`config.mk`:
```
export PLATFORM = sky130hd
export DESIGN_NAME = uart_rx
export DESIGN_NICKNAME = d
export VERILOG_FILES = /design/src/rtl/uart_pkg.sv /design/src/rtl/uart_sync.sv /design/src/rtl/uart_rx.sv
export SDC_FILE = /design/constraint.sdc
export NUM_CORES = 1
export LEC_CHECK = 0
export BUFFER_PORTS_ARGS = -buffer_cell sky130_fd_sc_hd__buf_2
export CAP_MARGIN = 15
export CORE_ASPECT_RATIO = 1.1
export CORE_MARGIN = 1
export CORE_UTILIZATION = 40
export CTS_CLUSTER_DIAMETER = 100
export DETAILED_ROUTE_END_ITERATION = 6
export SETUP_SLACK_MARGIN = 0.5
export SYNTH_ARGS = -nofsm -noshare
export SYNTH_HDL_FRONTEND = slang
export SYNTH_SLANG_ARGS = --single-unit
```
`constraint.sdc`:
```
create_clock -name clk -period 7.35 [get_ports clk]
set_input_delay 1.47 -clock clk [delete_from_list [all_inputs] [get_ports clk]]
set_output_delay 1.47 -clock clk [all_outputs]
set_load 0.005 [all_outputs]
```
`src/rtl/uart_pkg.sv`:
```
// rtl/uart_pkg.sv - shared parity-mode constants, rx state encoding and parity helper
package uart_pkg;

  localparam logic [1:0] PAR_NONE = 2'd0;
  localparam logic [1:0] PAR_EVEN = 2'd2;
  localparam logic [1:0] PAR_ODD  = 2'd3;

  localparam logic [2:0] ST_IDLE      = 3'd0;
  localparam logic [2:0] ST_START     = 3'd1;
  localparam logic [2:0] ST_DATA      = 3'd2;
  localparam logic [2:0] ST_PARITY    = 3'd3;
  localparam logic [2:0] ST_STOP      = 3'd4;
  localparam logic [2:0] ST_WAIT_IDLE = 3'd5;

  // Parity bit the transmitter should have sent: XOR of data, inverted for odd parity.
  function automatic logic exp_parity(input logic [7:0] data, input logic odd);
    return (^data) ^ odd;
  endfunction

endpackage

```
`src/rtl/uart_sync.sv`:
```
// rtl/uart_sync.sv - two-flop synchronizer with selectable reset level
module uart_sync #(
  parameter logic RESET_LEVEL = 1'b1
) (
  input  logic clk,
  input  logic resetb,
  input  logic d,
  output logic q
);

  logic s1_q, s1_d;
  logic s2_q, s2_d;

  // Next-state of the two synchronizer stages.
  always_comb begin
    s1_d = d;
    s2_d = s1_q;
  end

  // Stages reset to the idle line level so reset never looks like a start bit.
  always_ff @(posedge clk) begin
    if (!resetb) begin
      s1_q <= RESET_LEVEL;
      s2_q <= RESET_LEVEL;
    end else begin
      s1_q <= s1_d;
      s2_q <= s2_d;
    end
  end

  assign q = s2_q;

endmodule

```
`src/rtl/uart_rx.sv`:
```
// rtl/uart_rx.sv - UART receiver with mid-bit sampling, optional parity and framing check
module uart_rx
  import uart_pkg::*;
#(
  parameter int   CLK_DIV_WIDTH = 8,
  parameter logic START_BIT     = 1'b0,
  parameter logic STOP_BIT      = 1'b1
) (
  input  logic                     clk,
  input  logic                     resetb,
  input  logic [CLK_DIV_WIDTH-1:0] clk_div,
  input  logic                     rx,
  input  logic [1:0]               parity_mode,
  output logic [7:0]               datao,
  output logic                     valid,
  output logic                     parity_err,
  output logic                     frame_err,
  output logic                     busy
);

  logic                     rxs;
  logic [2:0]               state_q, state_d;
  logic [CLK_DIV_WIDTH-1:0] cnt_q, cnt_d;
  logic [CLK_DIV_WIDTH-1:0] div_q, div_d;
  logic [1:0]               par_mode_q, par_mode_d;
  logic [2:0]               bit_cnt_q, bit_cnt_d;
  logic [7:0]               shift_q, shift_d;
  logic                     par_bit_q, par_bit_d;
  logic                     armed_q, armed_d;
  logic                     valid_q, valid_d;
  logic [7:0]               datao_q, datao_d;
  logic                     parity_err_q, parity_err_d;
  logic                     frame_err_q, frame_err_d;
  logic                     half_end, period_end, par_en, par_odd;

  uart_sync #(.RESET_LEVEL(STOP_BIT)) u_sync (
    .clk    (clk),
    .resetb (resetb),
    .d      (rx),
    .q      (rxs)
  );

  // Timing uses the divisor captured at start detection, never the live input.
  assign half_end   = (cnt_q == (div_q >> 1) - 1'b1);
  assign period_end = (cnt_q == div_q - 1'b1);
  assign par_en     = (par_mode_q == PAR_EVEN) || (par_mode_q == PAR_ODD);
  assign par_odd    = (par_mode_q == PAR_ODD);

  // Frame FSM: start qualification, bit sampling and result capture.
  always_comb begin
    state_d      = state_q;
    cnt_d        = cnt_q + 1'b1;
    div_d        = div_q;
    par_mode_d   = par_mode_q;
    bit_cnt_d    = bit_cnt_q;
    shift_d      = shift_q;
    par_bit_d    = par_bit_q;
    armed_d      = armed_q;
    valid_d      = 1'b0;
    datao_d      = datao_q;
    parity_err_d = parity_err_q;
    frame_err_d  = frame_err_q;
    case (state_q)
      ST_IDLE: begin
        cnt_d   = '0;
        armed_d = armed_q | (rxs == STOP_BIT);
        if (armed_q && rxs == START_BIT) begin
          div_d      = clk_div;
          par_mode_d = parity_mode;
          bit_cnt_d  = '0;
          state_d    = ST_START;
        end
      end
      ST_START: begin
        if (half_end) begin
          cnt_d   = '0;
          state_d = (rxs == START_BIT) ? ST_DATA : ST_IDLE;
        end
      end
      ST_DATA: begin
        if (period_end) begin
          cnt_d     = '0;
          shift_d   = {rxs, shift_q[7:1]};
          bit_cnt_d = bit_cnt_q + 1'b1;
          if (bit_cnt_q == 3'd7) state_d = par_en ? ST_PARITY : ST_STOP;
        end
      end
      ST_PARITY: begin
        if (period_end) begin
          cnt_d     = '0;
          par_bit_d = rxs;
          state_d   = ST_STOP;
        end
      end
      ST_STOP: begin
        if (period_end) begin
          cnt_d        = '0;
          valid_d      = 1'b1;
          datao_d      = shift_q;
          parity_err_d = par_en && (par_bit_q != exp_parity(shift_q, par_odd));
          frame_err_d  = (rxs != STOP_BIT);
          state_d      = (rxs == STOP_BIT) ? ST_IDLE : ST_WAIT_IDLE;
        end
      end
      ST_WAIT_IDLE: begin
        cnt_d = '0;
        if (rxs == STOP_BIT) state_d = ST_IDLE;
      end
      default: begin
        cnt_d   = '0;
        state_d = ST_IDLE;
      end
    endcase
  end

  // State and output registers; reset drops any partial frame.
  always_ff @(posedge clk) begin
    if (!resetb) begin
      state_q      <= ST_IDLE;
      cnt_q        <= '0;
      div_q        <= '0;
      par_mode_q   <= PAR_NONE;
      bit_cnt_q    <= '0;
      shift_q      <= '0;
      par_bit_q    <= 1'b0;
      armed_q      <= 1'b0;
      valid_q      <= 1'b0;
      datao_q      <= 8'h00;
      parity_err_q <= 1'b0;
      frame_err_q  <= 1'b0;
    end else begin
      state_q      <= state_d;
      cnt_q        <= cnt_d;
      div_q        <= div_d;
      par_mode_q   <= par_mode_d;
      bit_cnt_q    <= bit_cnt_d;
      shift_q      <= shift_d;
      par_bit_q    <= par_bit_d;
      armed_q      <= armed_d;
      valid_q      <= valid_d;
      datao_q      <= datao_d;
      parity_err_q <= parity_err_d;
      frame_err_q  <= frame_err_d;
    end
  end

  assign datao      = datao_q;
  assign valid      = valid_q;
  assign parity_err = parity_err_q;
  assign frame_err  = frame_err_q;
  assign busy       = (state_q != ST_IDLE);

endmodule

```
==> results.py <==
metrics = {
    "run_status": {
        "status": "finished clean",
    },
    "setup_path": {
        "r2r_slack_ns": 4.45,
        "crit_arrival_ns": 3.10,
        "worstSetupEndpointType": "register",
        "r2r-start": "div_q[2]",
        "crit_required_ns": 7.54,
        "path_class": "reg -> reg",
        "path_max_fanout": 11,
        "crit_path_cell_trace": "inv_1 -> ha_1 -> nor4b_2 -> xnor2_1 -> o2111ai_4 -> nor4_4 -> mux2i_1 -> nor2b_1",
        "cp-start-kind": "register",
        "cpPeakStageDelay_ns": 0.80,
        "critPathSlowestCell": "nor4_4",
        "reg2regPathDepth": 8,
        "r2r_end": "shift_q[7]",
    },
    "synthesis": {
        "syn_inst": 287,
        "synth-seq-area-share": 0.353,
        "synthArstFlopShare": 0,
        "synth_seq_cells": 47,
        "yosys_warnings": 0,
        "synth_nets": 305,
        "netlist_area_sq_um": 2670,
        "synth.distinct_cells": 54,
        "synthFlopType": "dfxtp_1",
        "syn_area_per_cell_sq_um": 9.30,
        "synth-edff-count": 0,
    },
    "power": {
        "p_per_area_nw_per_um2": 185,
        "p_leak_nw": 1.08,
        "irDropWorstVdd_uv": 99.6,
    },
    "place": {
        "place_hpwl_mm": 3.53,
        "post_dp_cell_area_sq_um": 2780,
        "place.port_buffers": 24,
        "gp_congestion": 0.773,
    },
    "sta": {
        "tightest_slew_ns": 0.854,
        "rsz0062_at_grt": "no",
        "final.period_utilization": 0.395,
        "setup_viol_count_final": 0,
        "post-route-min-period_ns": 2.90,
        "finClkSkew_ns": 0.00426,
        "slew_headroom": 0.426,
        "fin_tns_setup_ns": 0,
        "fmax_ghz": 0.344,
        "finalHoldViolCount": 0,
        "finalMaxSlewViolations": 0,
        "hold_slack_ns": 0.411,
    },
    "clock_network": {
        "clock_sinks": 47,
        "clockBufferDepth": 2,
        "root_buffer": "clkbuf_8",
        "cts_resized": 0,
        "clkTransAtPathRegs_ns": 0.08,
        "cts_setup_buffers": 0,
        "cts_buffers": 5,
        "cts_tree": "done",
        "cts-hold-fix-buffers": 0,
        "clock_latency_ns": 0.30,
        "htreeDepth": 2,
    },
    "global_route": {
        "grtUsageMet3": 0.0281,
        "antenna_found_initial": 0,
        "met2_usage": 0.265,
        "top_usage_layer": "met2",
        "use_met1": 0.202,
        "grt_max_degree": 50,
        "grtUsageTotal": 0.157,
        "grt_pass1_vias": 1906,
        "overflow": 0,
        "grt_pass1_wl_mm": 8.71,
    },
    "finish": {
        "syn_to_final_growth_pct": 7.78,
        "regArea_sq_um": 941,
        "multi_input_area_sq_um": 1590,
        "drive_gt1_frac": 0.151,
        "fillers": 636,
        "nNetsFinal": 316,
        "finish.instance_area_sq_um": 2880,
        "diodes": 0,
        "fin_util": 0.456,
    },
    "die": {
        "core_sq_um": 6310,
        "dieArea_sq_um": 7000,
        "placementRows": 30,
        "initial_utilization": 0.423,
        "die_h_um": 87.7,
        "boundaryPins": 25,
        "die_w_um": 79.9,
    },
    "detailed_routing": {
        "ant_nets": 0,
        "wl_mm": 4.97,
        "route.detailed.drc": 0,
        "avgRoutedWirePerCell_um": 13.1,
        "vias": 1938,
        "dr.pass1.iters": 4,
        "avgViaCountPerCell": 5.11,
        "drt-initial-drc-count": 70,
    },
    "hold_path": {
        "holdPathStages": 1,
        "whs_endpoint": "u_sync.q",
        "hold_path_class": "reg -> reg",
        "min_from": "u_sync.s1_q",
    },
    "job": {
        "maxCapViolCount": 0,
    },
}
[cell type report]
cell class	count	share of cell area
Inverter	8	0.0104
Multi-Input combinational cell	212	0.551
Tap cell	80	0.0348
Sequential cell	47	0.327
Timing Repair Buffer	24	0.0418
Clock buffer	8	0.0348
[worst max-delay path by stage]
stage	from	endpoint	slack, ns	cells after the start
4_1_cts	div_q[2]	shift_q[7]	4.43	8
6_report	div_q[2]	shift_q[7]	4.45	8
2_1_floorplan	div_q[1]	shift_q[1]	5.01	11
3_5_place_dp	div_q[2]	shift_q[7]	4.45	8
3_3_place_gp	div_q[1]	shift_q[7]	4.54	8
5_1_grt	div_q[2]	shift_q[0]	4.23	8
[sequential cells by signal, summed over array words and instances, names as in the netlist]
name	flops
armed_q	1
bit_cnt_q	3
cnt_q	8
datao	8
div_q	8
frame_err	1
par_bit_q	1
par_mode_q	2
parity_err	1
shift_q	8
state_q	3
u_sync.q	1
u_sync.s1_q	1
valid	1
[cells in the mapped netlist (all sizes together), types with 6 or more instances]
cell	n	area, sq um
nor2	9	36.3
a21oi	7	35.0
nand3	11	55.1
buf	10	73.8
dfxtp	47	941
mux2i	20	200
inv	8	30.0
nand2b	6	37.5
a21boi	12	90.1
nor3b	8	60.1
nor2b	22	138
clkbuf	10	38.8
xnor2	20	183
xor2	13	114
nand2	29	109
[worst max-delay path, delay by kind of cell (launching register included)]
family	cells	cell delay, ns
muxes	1	0.27
adders and majority gates	1	0.33
xor gates and xnor gates	1	0.25
and+or+nand+nor	3	1.08
DFF	1	0.54
AOI/OAI and AO/OA	1	0.23
buffers and inverters	1	0.08
[power by group]
group          leakage (nW)  internal [mW]  switching [mW]  total, mW
registers             0.380          0.262          0.0149      0.277
clock network        0.0515         0.0859          0.0837      0.170
logic                 0.647         0.0387          0.0459     0.0846
total                  1.08          0.386           0.144      0.531
[logic make-up after synthesis]
group                    synth area share
XOR/XNOR                            0.111
AO/OA/AOI/OAI                       0.144
adder cells (fa/ha/maj)            0.0234
flip-flops                          0.353
multiplexers                       0.0750
buffers and inverters              0.0534
AND/OR/NAND/NOR                     0.241
[per-stage QoR]
| step | setup WS (ns) | power, mW | instances |
|---|---|---|---|
| 2_1_floorplan | 5.01 | 0.350 | 287 |
| 3_3_place_gp | 4.54 | 0.368 | 371 |
| 3_5_place_dp | 4.45 | 0.368 | 371 |
| 4_1_cts | 4.43 | 0.537 | 379 |
| 5_1_grt | 4.23 | 0.560 | 379 |
| 6_report | 4.45 | 0.531 | 379 |
[layout by cell type (no fill, tap or decap), types with 3 or more instances in the layout]
cell type  instances
clkbuf_8           7
dfxtp_1           47
mux2i_1           20
nor2_1             8
inv_1              8
nor3_1             3
a21boi_0          11
and3_1             3
nand3_1           11
nor2b_1           22
nor3b_1            8
ha_1               5
xor2_1            13
a21o_1             3
nand2_1           29
a21oi_1            7
xnor2_1           19
buf_2             24
nand2b_1           6
[layer usage]
metal	up-vias	share of wire	wire (um)
met5	-	0	0
met4	0	0.018	89
met3	7	0.029	145
met2	27	0.47	2350
met1	900	0.48	2380
li1	1004	-	-
Power figures use the tool's default switching activity.
